===== src/rtl/i2s_pkg.sv =====
// Shared definitions for the I2S receive scheduler: FSM encoding
// and the default word/frame geometry.
package i2s_pkg;

    localparam int DEFAULT_NUMBER_OF_BITS = 8;
    localparam int DEFAULT_WS_HALF_PERIOD = 32;
    localparam int DEFAULT_FIFO_DEPTH     = 4;

    typedef enum logic [2:0] {
        IDLE,
        WAIT_EDGE,
        DELAY,
        SHIFT,
        PUSH
    } rx_state_e;

endpackage


===== src/rtl/sample_fifo.sv =====
// Power-of-two synchronous FIFO with occupancy count and
// combinational head read.
module sample_fifo #(
    parameter int WIDTH = 9,
    parameter int DEPTH = 4
) (
    input  logic                   clk,
    input  logic                   reset,
    input  logic                   push,
    input  logic [WIDTH-1:0]       push_data,
    input  logic                   pop,
    output logic [WIDTH-1:0]       pop_data,
    output logic [$clog2(DEPTH):0] level,
    output logic                   full,
    output logic                   empty
);

    localparam int AW = (DEPTH > 1) ? $clog2(DEPTH) : 1;
    localparam int LW = $clog2(DEPTH) + 1;

    if (DEPTH < 2 || (DEPTH & (DEPTH - 1)) != 0) begin : g_bad_depth
        $error("sample_fifo DEPTH must be a power of two >= 2");
    end

    logic [WIDTH-1:0] mem_q [DEPTH];
    logic [AW-1:0]    wr_ptr_q, wr_ptr_d;
    logic [AW-1:0]    rd_ptr_q, rd_ptr_d;
    logic [LW-1:0]    level_q, level_d;
    logic             wr_en;
    logic             rd_en;

    assign full     = (level_q == LW'(DEPTH));
    assign empty    = (level_q == '0);
    assign level    = level_q;
    assign pop_data = mem_q[rd_ptr_q];

    // A pop frees the head slot on the same edge, so a full FIFO can still accept.
    always_comb begin
        wr_en    = push && (!full || pop);
        rd_en    = pop && !empty;
        wr_ptr_d = wr_en ? wr_ptr_q + AW'(1) : wr_ptr_q;
        rd_ptr_d = rd_en ? rd_ptr_q + AW'(1) : rd_ptr_q;
        level_d  = level_q + LW'(wr_en) - LW'(rd_en);
    end

    always_ff @(posedge clk) begin
        if (reset) begin
            wr_ptr_q <= '0;
            rd_ptr_q <= '0;
            level_q  <= '0;
        end else begin
            wr_ptr_q <= wr_ptr_d;
            rd_ptr_q <= rd_ptr_d;
            level_q  <= level_d;
        end
    end

    always_ff @(posedge clk) begin
        if (wr_en) begin
            mem_q[wr_ptr_q] <= push_data;
        end
    end

endmodule


===== src/rtl/i2s_rx_scheduler.sv =====
// I2S receiver: generates word select, captures one MSB-first word
// per half frame and queues {channel, word} in an output FIFO.
module i2s_rx_scheduler
    import i2s_pkg::*;
#(
    parameter int NUMBER_OF_BITS = DEFAULT_NUMBER_OF_BITS,
    parameter int WS_HALF_PERIOD = DEFAULT_WS_HALF_PERIOD,
    parameter int FIFO_DEPTH     = DEFAULT_FIFO_DEPTH
) (
    input  logic                        clk,
    input  logic                        reset,
    input  logic                        enable,
    input  logic                        data_in,
    output logic                        ws_out,
    output logic                        out_valid,
    input  logic                        out_ready,
    output logic [NUMBER_OF_BITS-1:0]   out_data,
    output logic                        out_channel,
    output logic [$clog2(FIFO_DEPTH):0] fifo_level,
    output logic                        overflow
);

    localparam int N  = NUMBER_OF_BITS;
    localparam int CW = $clog2(WS_HALF_PERIOD);
    localparam int BW = (N > 1) ? $clog2(N) : 1;

    if (N < 2) begin : g_bad_bits
        $error("NUMBER_OF_BITS must be at least 2");
    end
    if (WS_HALF_PERIOD < N + 3) begin : g_bad_period
        $error("WS_HALF_PERIOD must be at least NUMBER_OF_BITS+3");
    end

    rx_state_e       state_q, state_d;
    logic [CW-1:0]   ws_cnt_q, ws_cnt_d;
    logic            ws_out_q, ws_out_d;
    logic            prev_ws_q, prev_ws_d;
    logic            ch_q, ch_d;
    logic [N-1:0]    shreg_q, shreg_d;
    logic [BW-1:0]   bit_cnt_q, bit_cnt_d;
    logic            overflow_q, overflow_d;
    logic            ws_wrap;
    logic            ws_edge;
    logic            push;
    logic            pop;
    logic            fifo_full;
    logic            fifo_empty;
    logic [N:0]      head;

    assign ws_out      = ws_out_q;
    assign overflow    = overflow_q;
    assign out_valid   = !fifo_empty;
    assign pop         = out_valid && out_ready;
    assign out_channel = head[N];
    assign out_data    = head[N-1:0];

    always_comb begin
        ws_wrap = (ws_cnt_q == CW'(WS_HALF_PERIOD - 1));
        if (!enable) begin
            ws_cnt_d = '0;
            ws_out_d = 1'b0;
        end else begin
            ws_cnt_d = ws_wrap ? '0 : ws_cnt_q + CW'(1);
            ws_out_d = ws_wrap ? !ws_out_q : ws_out_q;
        end
        prev_ws_d = ws_out_d;
        // Edge seen on the toggling clock, so DELAY sits between E0 and E1.
        ws_edge = (ws_out_d != prev_ws_q);
    end

    always_comb begin
        state_d   = state_q;
        ch_d      = ch_q;
        shreg_d   = shreg_q;
        bit_cnt_d = bit_cnt_q;
        push      = 1'b0;
        if (!enable) begin
            state_d   = IDLE;
            bit_cnt_d = '0;
        end else begin
            unique case (state_q)
                IDLE: state_d = WAIT_EDGE;
                WAIT_EDGE: begin
                    if (ws_edge) begin
                        state_d = DELAY;
                        ch_d    = ws_out_d;
                    end
                end
                DELAY: state_d = SHIFT;
                SHIFT: begin
                    shreg_d = {shreg_q[N-2:0], data_in};
                    if (bit_cnt_q == BW'(N - 1)) begin
                        bit_cnt_d = '0;
                        state_d   = PUSH;
                    end else begin
                        bit_cnt_d = bit_cnt_q + BW'(1);
                    end
                end
                PUSH: begin
                    push    = 1'b1;
                    state_d = WAIT_EDGE;
                end
                default: state_d = IDLE;
            endcase
        end
        overflow_d = overflow_q | (push && fifo_full && !pop);
    end

    always_ff @(posedge clk) begin
        if (reset) begin
            state_q    <= IDLE;
            ws_cnt_q   <= '0;
            ws_out_q   <= 1'b0;
            prev_ws_q  <= 1'b0;
            ch_q       <= 1'b0;
            shreg_q    <= '0;
            bit_cnt_q  <= '0;
            overflow_q <= 1'b0;
        end else begin
            state_q    <= state_d;
            ws_cnt_q   <= ws_cnt_d;
            ws_out_q   <= ws_out_d;
            prev_ws_q  <= prev_ws_d;
            ch_q       <= ch_d;
            shreg_q    <= shreg_d;
            bit_cnt_q  <= bit_cnt_d;
            overflow_q <= overflow_d;
        end
    end

    sample_fifo #(
        .WIDTH (N + 1),
        .DEPTH (FIFO_DEPTH)
    ) u_fifo (
        .clk       (clk),
        .reset     (reset),
        .push      (push),
        .push_data ({ch_q, shreg_q}),
        .pop       (pop),
        .pop_data  (head),
        .level     (fifo_level),
        .full      (fifo_full),
        .empty     (fifo_empty)
    );

endmodule

===== config.mk =====
export PLATFORM = sky130hd
export DESIGN_NAME = i2s_rx_scheduler
export DESIGN_NICKNAME = d
export VERILOG_FILES = /design/src/rtl/i2s_pkg.sv /design/src/rtl/sample_fifo.sv /design/src/rtl/i2s_rx_scheduler.sv
export SDC_FILE = /design/constraint.sdc
export NUM_CORES = 1
export LEC_CHECK = 0
export ABC_CLOCK_PERIOD_IN_PS = 5100
export CORE_ASPECT_RATIO = 1.2
export CORE_UTILIZATION = 56
export CTS_CLUSTER_DIAMETER = 200
export DETAILED_ROUTE_END_ITERATION = 10
export GPL_ROUTABILITY_DRIVEN = 1
export PLACE_DENSITY = 0.77
export SYNTH_ARGS = -nofsm -noshare
export SYNTH_HDL_FRONTEND = slang
export SYNTH_HIERARCHICAL = 1
export SYNTH_SLANG_ARGS = --single-unit
export TNS_END_PERCENT = 50

===== constraint.sdc =====
create_clock -name clk -period 5.1 [get_ports clk]
set_input_delay 0.765 -clock clk [delete_from_list [all_inputs] [get_ports clk]]
set_output_delay 0.765 -clock clk [all_outputs]
set_load 0.1 [all_outputs]

After elaboration in Yosys (flattened, before gate mapping)
Memory sizes are Yosys's and may differ from the RTL's. A register that Yosys moved wholly into a read port is not among the register bits. Index checks and enable logic that the tools add are counted.

Add/subtract/negate cells: 6. Eq/ne operators: 10. Multiplexer cells: 12. Bitwise gates (word level): 2. Reduce and logical (&&, ||, !) cells: 18.

Operators with widths (count): one-hot mux 3 bit (4 select lines) (1); == test 3 bit, second input constant (3); 2-to-1 mux 3 bit (3); == test 3 x 2 -> 1 bit, second input constant (2); zero test 3 bit (2); 2-to-1 mux 1 bit (6); adder 5 x 1 -> 5 bit, second input constant (1); == test 5 bit, second input constant (1); logical AND 1 bit (5); adder 2 x 1 -> 2 bit, second input constant (2); zero test 1 bit (4); 2-to-1 mux 2 bit (2); != test 2 bit, second input constant (2); AND reduction 2 bit (2); OR reduction 2 bit (2); adder 3 x 1 -> 3 bit (1); adder 3 x 1 -> 3 bit, second input constant (1); == test 3 x 1 -> 1 bit, second input constant (1); AND reduction 3 bit (1); OR reduction 3 bit (1); subtractor 3 x 1 -> 3 bit (1); logical OR 1 bit (1); != test 1 bit (1); inverter 1 bit (1); bitwise OR 1 bit (1).

Flip-flop bits (word level): 29. Bits in writable memories: 36. Input bits: 5. Output and inout port bits: 15. Logic and storage cells: 59. Memories kept: 1.

Memory list: u_fifo.mem_q (depth 4, bits a word 9, read ports 1, clocked after memory_dff 1, write ports 1, RTL line sample_fifo.sv:25) `logic [WIDTH-1:0] mem_q [DEPTH];`.

Longest topological paths before layout
Gate-level depths: netlist (run 1).

Depth after elaboration: 7. Gate-level depth with buffers: 13. Depth with buffers taken out: 13.

Modules after synthesis
The synthesis (run 1) kept the hierarchy.

Modules (own cells, without submodules): sample_fifo (times used 1, cells an instance 98, area an instance 1783.0 µm², sequential area each 1261.2 µm²); i2s_rx_scheduler (times used 1, cells an instance 99, area an instance 929.6 µm², sequential area each 440.4 µm²).

Worst setup path after synthesis (run 1)
Ideal clock, no wire load.

Kind: register to register. Start: register u_fifo.level_q[1] (netlist: u_fifo/level[1]). End: register u_fifo.level_q[2] (netlist: u_fifo/level[2]). Library setup time: 126 ps. Arrival: 3032 ps. Data required time: 4974 ps. Slack: 1942 ps. Cell stages (with the launch flop): 14. Buffers on the path: 0. Period minus slack after synthesis: 3158 ps. Path through: dfxtp_1 -> nor3_1 -> nand2b_1 -> inv_1 -> inv_1 -> a21boi_2 -> inv_1 -> ha_1 -> inv_1 -> ha_1 -> fa_1 -> xnor2_1 -> xnor2_1 -> nor2_1.

Cells in the longest elaborated chain, start to end: 7.

Ends and longest elaborated chain: from (decl) (RTL line sample_fifo.sv:28) `logic [LW-1:0] level_q, level_d;`; from (signal assigned) (RTL line sample_fifo.sv:54) `level_q <= level_d;`; zero test 3 bit (*) (RTL line sample_fifo.sv:33) `assign empty = (level_q == '0);`; net fifo_empty (RTL line i2s_rx_scheduler.sv:47) `logic fifo_empty;`; zero test 1 bit (*) (RTL line i2s_rx_scheduler.sv:52) `assign out_valid = !fifo_empty;`; logical AND 1 bit (*) (RTL line i2s_rx_scheduler.sv:53) `assign pop = out_valid && out_ready;`; net pop (RTL line i2s_rx_scheduler.sv:45) `logic pop;`; logical OR 1 bit (RTL line sample_fifo.sv:39) `wr_en = push && (!full || pop);`; logical AND 1 bit (RTL line sample_fifo.sv:39); adder 3 x 1 -> 3 bit (RTL line sample_fifo.sv:43) `level_d = level_q + LW'(wr_en) - LW'(rd_en);`; subtractor 3 x 1 -> 3 bit (*) (RTL line sample_fifo.sv:43).

Mark *: on every way through the listed nets, which the timed path passes. The rest lies on a longest branch. A chain may end at the register's enable or synchronous reset.

==> results of run 1 <==
routing by layer:
layer | vias to the layer above | global-route usage [%] | routed length (um)
met5 | - | 0 | 0
met4 | 0 | 10.4 | 131
met3 | 12 | 3.05 | 114
met2 | 28 | 33.5 | 2200
met1 | 728 | 23.3 | 1720
li1 | 748 | - | -
path summary, 6_finish.rpt:
path / end / cells after the start
worst max register to register: u_fifo/level[2] / 13
worst min-delay path: bit_cnt_q[0] / 2
worst min register to register: bit_cnt_q[0] / 2
worst max-delay path: out_data[0] / 2
layout make-up:
| class | instances | area (um2) |
|---|---|---|
| Fill cell | 319 | 1530 |
| Clock buffer | 11 | 131 |
| Multi-Input combinational cell | 109 | 921 |
| Clock inverter | 5 | 30.0 |
| Inverter | 13 | 48.8 |
| Sequential cell | 67 | 1700 |
| Tap cell | 58 | 72.6 |
| Timing Repair Buffer | 19 | 190 |
stage by stage:
step	cells	total power, uW	hold WS [ns]
6_report	282	928	0.473
5_1_grt	282	962	0.502
4_1_cts	282	936	0.478
3_5_place_dp	266	588	0.464
3_3_place_gp	266	587	0.441
2_1_floorplan	197	583	0.433
where the power goes:
part           switching [uW]  internal, uW  total (uW)
Combinational            5.72          4.81        10.5
Sequential               1.57           564         565
Clock                     178           174         352
registers in the layout, indices dropped and copies added (netlist names), named ones only:
signal / cells
shreg_q: 8
overflow: 1
u_fifo/wr_ptr_q: 2
u_fifo/level: 3
ws_cnt_q: 5
ch_q: 1
u_fifo/mem_q: 36
u_fifo/rd_ptr_q: 2
state_q: 3
prev_ws_q: 1
bit_cnt_q: 3
worst register-to-register path, stage by stage, from the launching register on:
cell      delay (ns)
dfxtp_1         0.45
nor3_1          0.13
nand2b_1        0.18
inv_1           0.09
inv_1           0.05
a21boi_2        0.29
inv_1           0.08
ha_1            0.28
inv_1           0.04
ha_1            0.18
fa_1            0.38
xnor2_1         0.19
xnor2_1         0.15
nor2_1          0.05
layout by cell type (no fill, tap or decap), types with 3 or more instances in the layout:
cell / instances
a21oi_1: 12
a31oi_1: 3
and2_2: 4
clkbuf_8: 9
clkdlybuf4s50_1: 19
dfxtp_1: 31
edfxtp_1: 36
ha_1: 11
inv_1: 13
mux2i_1: 3
mux4_2: 9
nand2_1: 18
nand2b_1: 4
nor2_1: 9
nor3_1: 6
or3_1: 3
xnor2_1: 4
logic make-up (layout without fill, tap and decap cells):
group / after synthesis / count (layout)
AO/OA/AOI/OAI: 21 / 21
adder cells (fa/ha/maj): 12 / 12
XOR/XNOR: 6 / 6
buffers and inverters: 21 / 48
flip-flops: 67 / 67
AND/OR/NAND/NOR: 56 / 56
multiplexers: 14 / 14
==> impl_metrics.yaml, run 1 <==
layout:
  syn2layout_area_growth_pct: 14.1
  final_util_pct: 66.9
  antennaDiodeCount: 0
  final_nets: 236
  drive_gt1_share_pct: 14.3
  final_area_mm2: 0.00310
logic_synthesis:
  yosysTopAreaCellShare_pct: 39.9
  post-synth-top-count-cell: "edfxtp_1"
  avgSynthCellArea_um2: 13.8
  synth-seq-cells: 67
  synth-simple-area-share_pct: 11.8
  synth_top_family_by_area: "simple AND/OR/NAND/NOR gates"
  syn_nets: 214
  synth_common_cells: "edfxtp_1, dfxtp_1, nand2_1, inv_1, a21oi_1"
  synth.distinct_cells: 36
  ys_top_cells_by_area: "edfxtp_1, dfxtp_1, mux4_2, ha_1, nand2_1"
  syn_area_mm2: 0.00271
  synthAdderAreaFrac_pct: 5.81
  netlist_instances: 197
  seq_area_frac_synth_pct: 62.7
  ys.flop_type: "edfxtp_1"
  synthArstFlopShare_pct: 0
  synth_xor_area_share_pct: 1.94
  synth_compound_area_share_pct: 4.70
  synth.area.mux_share_pct: 9.69
  synth_top_area_cell: "edfxtp_1"
  yosys_warnings: 6
  synth_edf_count: 36
placement:
  post_dp_cell_area_mm2: 0.00293
  preCtsSetupSlack_ns: 1.69
  dp_hpwl_um: 2980
  gp_congestion: 0.754
  numPortBuffers: 19
critical_path:
  crit_arrival_ns: 2.61
  critPathSlowestCell: "clkdlybuf4s50_1"
  cp-end-kind: "output pin"
  rr_startpoint: "u_fifo/level[1]"
  worst_path_largest_cell_delay_ns: 0.98
  r2r_slack_ns: 2.43
  critPathTopFamily: "buffers and inverters"
  crit_path_max_fanout: 9
  worstPathCellList: "mux4_2 > clkdlybuf4s50_1"
  worst-path-buf-inv: 1
  cp-start-kind: "flip-flop"
  worst-setup-path-type: "flip-flop to output pin"
  required_ns: 4.34
clock_network:
  cts_tree: "yes"
  cts.path.max_buffers: 2
  htree_levels: 3
  cts.clk_slew.worst_paths_ns: 0.06
  cts_sinks: 67
  clock_latency_ns: 0.32
  cts-root-buf: "clkbuf_8"
  numCtsBuffers: 9
  post_cts_resized: 0
  holdBufCountCts: 0
  postCtsSetupBuffers: 0
grt:
  antenna_found_initial: 0
  grt_pass1_vias: 1610
  grt_overflow: 0
  grt_max_degree: 22
  grt_pass1_wl_um: 7380
  grt_usage_pct: 19.6
pwr:
  p_leak_uw: 0.00113
  powerDensity_mw_per_mm2: 300
  peakVddDrop_mv: 0.183
routing:
  final_antenna_net_count: 0
  first_pass_iters: 4
  vias_per_cell: 5.38
  drc: 0
  wl_um: 4160
  wl_per_cell_um: 14.7
  drt_iter0_drc: 38
  vias: 1516
floorplan:
  placeableCoreArea_mm2: 0.00463
  num_io_pins: 20
  initial_core_util_pct: 58.6
  dieArea_mm2: 0.00513
  die_y_um: 78.2
  rows: 27
  die_x_um: 65.5
sta:
  final_max_slew_viol_count: 0
  setup-tns-final_ns: 0
  worst_slack_ns: 1.72
  fin_crit_sh_pct: 66.3
  worst-slew-pin-transition_ns: 0.970
  min_period_ns: 3.38
  worst_clock_skew_ns: 0.00864
  setup_violations: 0
  hold_violations: 0
  slew_headroom_pct: 35.1
  rsz0062_at_grt: "false"
  fmaxAchievable_mhz: 296
flow_run:
  cap_violations: 0
worst_hold_path:
  hp-class: "flip-flop to flip-flop"
  min-delay-start: "bit_cnt_q[0]"
status:
  status: "finished clean"
Note: power is estimated with default switching activity, not from simulation.
==> run 2, diff against run 1 <==
ABC_CLOCK_PERIOD_IN_PS = 2800   (was 5100)
CORE_UTILIZATION = 52   (was 56)
PLACE_DENSITY = 0.75   (was 0.77)
clock period = 2.8 ns   (was 5.1 ns; I/O delays follow)
==> impl_metrics.yaml, run 2 (synthesis results as in run 1) <==
routing:
  vias_per_cell: 5.35
  drt_iter0_drc: 83
  final_antenna_net_count: 0
  dr_wl_met2_um: 2130
  wl_per_cell_um: 14.7
  highest_layer: "met4"
  wl_met3_um: 195
  drt-met1-wl_um: 1840
  wl_um: 4230
  drc: 0
  vias: 1536
  first_pass_iters: 6
placement:
  gp_congestion: 0.704
  dp_hpwl_um: 2800
  post_dp_cell_area_mm2: 0.00293
  numPortBuffers: 19
layout:
  antennaDiodeCount: 0
  largest_reg_flops: 36
  top_regs: "u_fifo/mem_q (36), shreg_q (8), ws_cnt_q (5)"
  top_register: "u_fifo/mem_q"
  final_nets: 239
  final_common_cell: "edfxtp_1"
  drive_gt1_share_pct: 23.8
  layout_common_cells: "edfxtp_1, dfxtp_1, nand2_1, buf_4, inv_1"
  syn2layout_area_growth_pct: 15.5
  final_area_mm2: 0.00313
pwr:
  totalPowerFinal_uw: 1890
  p_leak_uw: 0.00119
  powerDensity_mw_per_mm2: 604
  peakVddDrop_mv: 0.448
critical_path:
  cp-start-kind: "flip-flop"
  cp-end-kind: "flip-flop"
  required_ns: 3.03
  crit_path_max_fanout: 6
  crit_arrival_ns: 2.70
  worst-setup-path-type: "flip-flop to flip-flop"
clock_network:
  cts-root-buf: "clkbuf_8"
  postCtsSetupBuffers: 0
  cts.path.max_buffers: 2
  cts.clk_slew.worst_paths_ns: 0.07
  post_cts_resized: 0
  clock_latency_ns: 0.34
  holdBufCountCts: 0
  cts_tree: "yes"
  cts_sinks: 67
  htree_levels: 3
  numCtsBuffers: 9
grt:
  grt_max_degree: 13
  grt_pass1_vias: 1418
  grt_usage_pct: 17.9
  antenna_found_initial: 0
  grt_overflow: 0
  grt_pass1_wl_um: 6870
sta:
  fin_crit_sh_pct: 88.2
  worst-slew-pin-transition_ns: 0.658
  rsz0062_at_grt: "false"
  final_max_slew_viol_count: 0
  hold_violations: 0
  setup_violations: 0
  slew_headroom_pct: 56.1
  min_period_ns: 2.47
  fmaxAchievable_mhz: 405
  setup-tns-final_ns: 0
  worst_clock_skew_ns: 0.00559
floorplan:
  die_y_um: 81.1
  dieArea_mm2: 0.00551
  num_io_pins: 20
  rows: 28
  placeableCoreArea_mm2: 0.00497
  die_x_um: 67.9
  initial_core_util_pct: 54.5
flow_run:
  cap_violations: 0
worst_hold_path:
  hp-class: "flip-flop to flip-flop"
status:
  status: "finished clean"
run 2: cell types whose count changed in the layout (fill, tap and decap cells not counted), moves of 2 or more:
cell,change
bufinv_16,+2
dfxtp_2,+3
clkdlybuf4s50_1,-15
buf_4,+18
dfxtp_1,-3
run 2: power breakdown:
part	switching, uW	internal [uW]	leakage, uW
combinational	11.0	10.3	0.000523
sequential	2.73	1030	0.000566
clock	345	499	0.000103
total	359	1540	0.00119
run 2: worst max-delay path: stages (launching register included):
cell and delay [ns]:
dfxtp_2 0.36, nor3_1 0.34, nand2b_1 0.18, inv_1 0.07, o31ai_1 0.10, inv_1 0.08, ha_1 0.27, inv_1 0.04
ha_1 0.18, fa_1 0.37, xnor2_1 0.18, xnor2_1 0.13, nor2_1 0.05
run 2: area by class of cell:
| type | count | area, um2 |
|---|---|---|
| clock inverter | 5 | 77.6 |
| fill | 397 | 1840 |
| inverter | 13 | 48.8 |
| multi-input combinational | 109 | 921 |
| tap | 60 | 75.1 |
| clock buffer | 11 | 131 |
| timing repair buffer | 22 | 175 |
| sequential | 67 | 1710 |
run 2: final timing paths:
kind / cells after the start / start / slack [ns] / end
hold reg to reg: 1 / ws_cnt_q[0] / 0.46 / ws_cnt_q[0]
setup reg to reg: 12 / u_fifo/level[1] / 0.33 / u_fifo/level[2]
hold / removal: 1 / ws_cnt_q[0] / 0.46 / ws_cnt_q[0]
setup / recovery: 12 / u_fifo/level[1] / 0.33 / u_fifo/level[2]
run 2: through the flow:
step	hold WS [ns]	std cells	worst slack [ns]	utilization, %
detailed placement	0.460	271	0.111	58.8
global placement	0.450	271	0.134	58.8
global route	0.492	287	0.117	63.0
floorplan	0.433	197	0.0349	-
CTS	0.470	287	0.306	63.0
finish	0.465	287	0.331	63.0
run 2: per-layer routing:
layer,GRT usage [%],up-vias
met3,6.88,7
met5,0,-
met1,21.4,740
li1,-,755
met4,7.50,0
met2,28.5,34
==> run 3, diff against run 2 <==
--- a/config.mk
+++ b/config.mk
@@ -13,2 +13,3 @@
 export GPL_ROUTABILITY_DRIVEN = 1
+export MAX_ROUTING_LAYER = met4
 export PLACE_DENSITY = 0.75
==> constraint.sdc (replaced) <==
create_clock -name clk -period 2.8 [get_ports clk]
set_input_delay 0.84 -clock clk [delete_from_list [all_inputs] [get_ports clk]]
set_output_delay 0.84 -clock clk [all_outputs]
set_load 0.1 [all_outputs]
==> impl_metrics.yaml, run 3 (synthesis results as in run 1) <==
status:
  status: "finished clean"
layout:
  fillers: 374
  antennaDiodeCount: 0
  largest_reg_flops: 36
  final_common_cell: "edfxtp_1"
  top_regs: "u_fifo/mem_q (36), shreg_q (8), ws_cnt_q (5)"
  fin_cells: 292
  final_nets: 244
  drive_gt1_share_pct: 27.6
  multiInputGateArea_um2: 941
  syn2layout_area_growth_pct: 20.8
  seq_area_mm2: 0.00171
  final_area_mm2: 0.00328
  layout_common_cells: "edfxtp_1, dfxtp_1, nand2_1"
  top_register: "u_fifo/mem_q"
clock_network:
  numCtsBuffers: 9
  cts_tree: "yes"
  clock_latency_ns: 0.32
  cts.clk_slew.worst_paths_ns: 0.07
  cts-root-buf: "clkbuf_8"
  cts.path.max_buffers: 2
  htree_levels: 3
  holdBufCountCts: 0
  cts_sinks: 67
routing:
  wl_per_cell_um: 14.0
  first_pass_iters: 4
  wl_um: 4090
  final_antenna_net_count: 0
  vias_per_cell: 5.15
  vias: 1503
  drc: 0
  drt_iter0_drc: 50
critical_path:
  required_ns: 3.01
  worst-setup-path-type: "input port to flip-flop"
  crit_path_max_fanout: 3
  cp-start-kind: "input port"
  crit_arrival_ns: 2.88
  cp-end-kind: "flip-flop"
floorplan:
  rows: 28
  dieArea_mm2: 0.00551
  num_io_pins: 20
  placeableCoreArea_mm2: 0.00497
  initial_core_util_pct: 54.5
  die_y_um: 81.1
  die_x_um: 67.9
sta:
  setup_violations: 0
  slew_headroom_pct: 66.3
  fmaxAchievable_mhz: 374
  worst-slew-pin-transition_ns: 0.506
  hold_violations: 0
  holdWs_ns: 0.482
  min_period_ns: 2.67
  fin_crit_sh_pct: 95.4
  worst_clock_skew_ns: 0.00520
  final_max_slew_viol_count: 0
placement:
  numPortBuffers: 19
  gp_congestion: 0.737
  dp_hpwl_um: 2640
  post_dp_cell_area_mm2: 0.00307
  placedCellCount: 275
grt:
  grt_overflow: 0
  antenna_found_initial: 0
  grt_pass1_wl_um: 6380
  grt_max_degree: 21
  grt_pass1_vias: 1349
  grt_usage_pct: 17.2
worst_hold_path:
  hp-class: "flip-flop to flip-flop"
pwr:
  p_leak_uw: 0.00125
  peakVddDrop_mv: 0.300
  powerDensity_mw_per_mm2: 536
flow_run:
  cap_violations: 0
[run 3: cell count changes in the layout (fill, tap and decap cells not counted), sizes merged]
cell / previous run / this run
clkinvlp: 1 / 2
clkbuf: 11 / 12
bufinv: 2 / 0
buf: 18 / 23
dlymetal6s2s: 0 / 1
clkdlybuf4s50: 4 / 3
[run 3: timing repair]
| item | in CTS | in global routing |
|---|---|---|
| endpoints found under the setup margin | 0 | 1 |
| buffers inserted | 0 | 1 |
| resized for setup | 0 | 6 |
[run 3: cell type report]
cell class | count | area share, %
inverter | 13 | 1.49
clock buffer | 12 | 4.73
sequential | 67 | 52.0
multi-input combinational | 109 | 28.7
tap | 60 | 2.29
timing repair buffer | 27 | 10.0
clock inverter | 4 | 0.763
[run 3: layer usage]
layer	part of all wire [%]	GRT usage [%]
met2	51	26.8
met4	1.8	8.75
met5	0	-
met1	44	20.1
met3	2.7	4.63
[run 3: path summary, 6_finish.rpt]
| kind | startpoint | endpoint | slack [ns] | cells after the start |
|---|---|---|---|---|
| hold / removal | ws_cnt_q[0] | ws_cnt_q[0] | 0.48 | 1 |
| setup reg to reg | u_fifo/level[1] | u_fifo/level[2] | 0.31 | 12 |
| setup / recovery | out_ready | u_fifo/level[2] | 0.13 | 13 |
| hold reg to reg | ws_cnt_q[0] | ws_cnt_q[0] | 0.48 | 1 |
[run 3: report_power, final]
part           switching (uW)  total, uW  internal [uW]  leakage [uW]
registers                2.74       1030           1030      0.000566
logic                    10.6       20.7           10.1      0.000593
clock network             339        706            367     0.0000884
[run 3: critical path, stage by stage]
cell and delay [ns]:
clkdlybuf4s50_1 0.45, nand2b_1 0.08, inv_2 0.08, inv_1 0.06
a21boi_4 0.13, inv_1 0.05, ha_1 0.26, inv_1 0.04
ha_2 0.17, fa_2 0.37, xnor2_2 0.18, xnor2_1 0.13
nor2_1 0.05
[run 3: per-stage QoR]
step / setup slack [ns] / utilization (%) / TNS, ns / power (uW)
6_report: 0.129 / 65.9 / 0 / 1760
5_1_grt: -0.00897 / 65.9 / -0.00897 / 1820
4_1_cts: 0.0466 / 65.3 / 0 / 1780
3_5_place_dp: -0.313 / 61.7 / -0.443 / 1070
3_3_place_gp: -0.288 / 61.7 / -0.385 / 1070
2_1_floorplan: 0.0349 / - / 0 / 1060
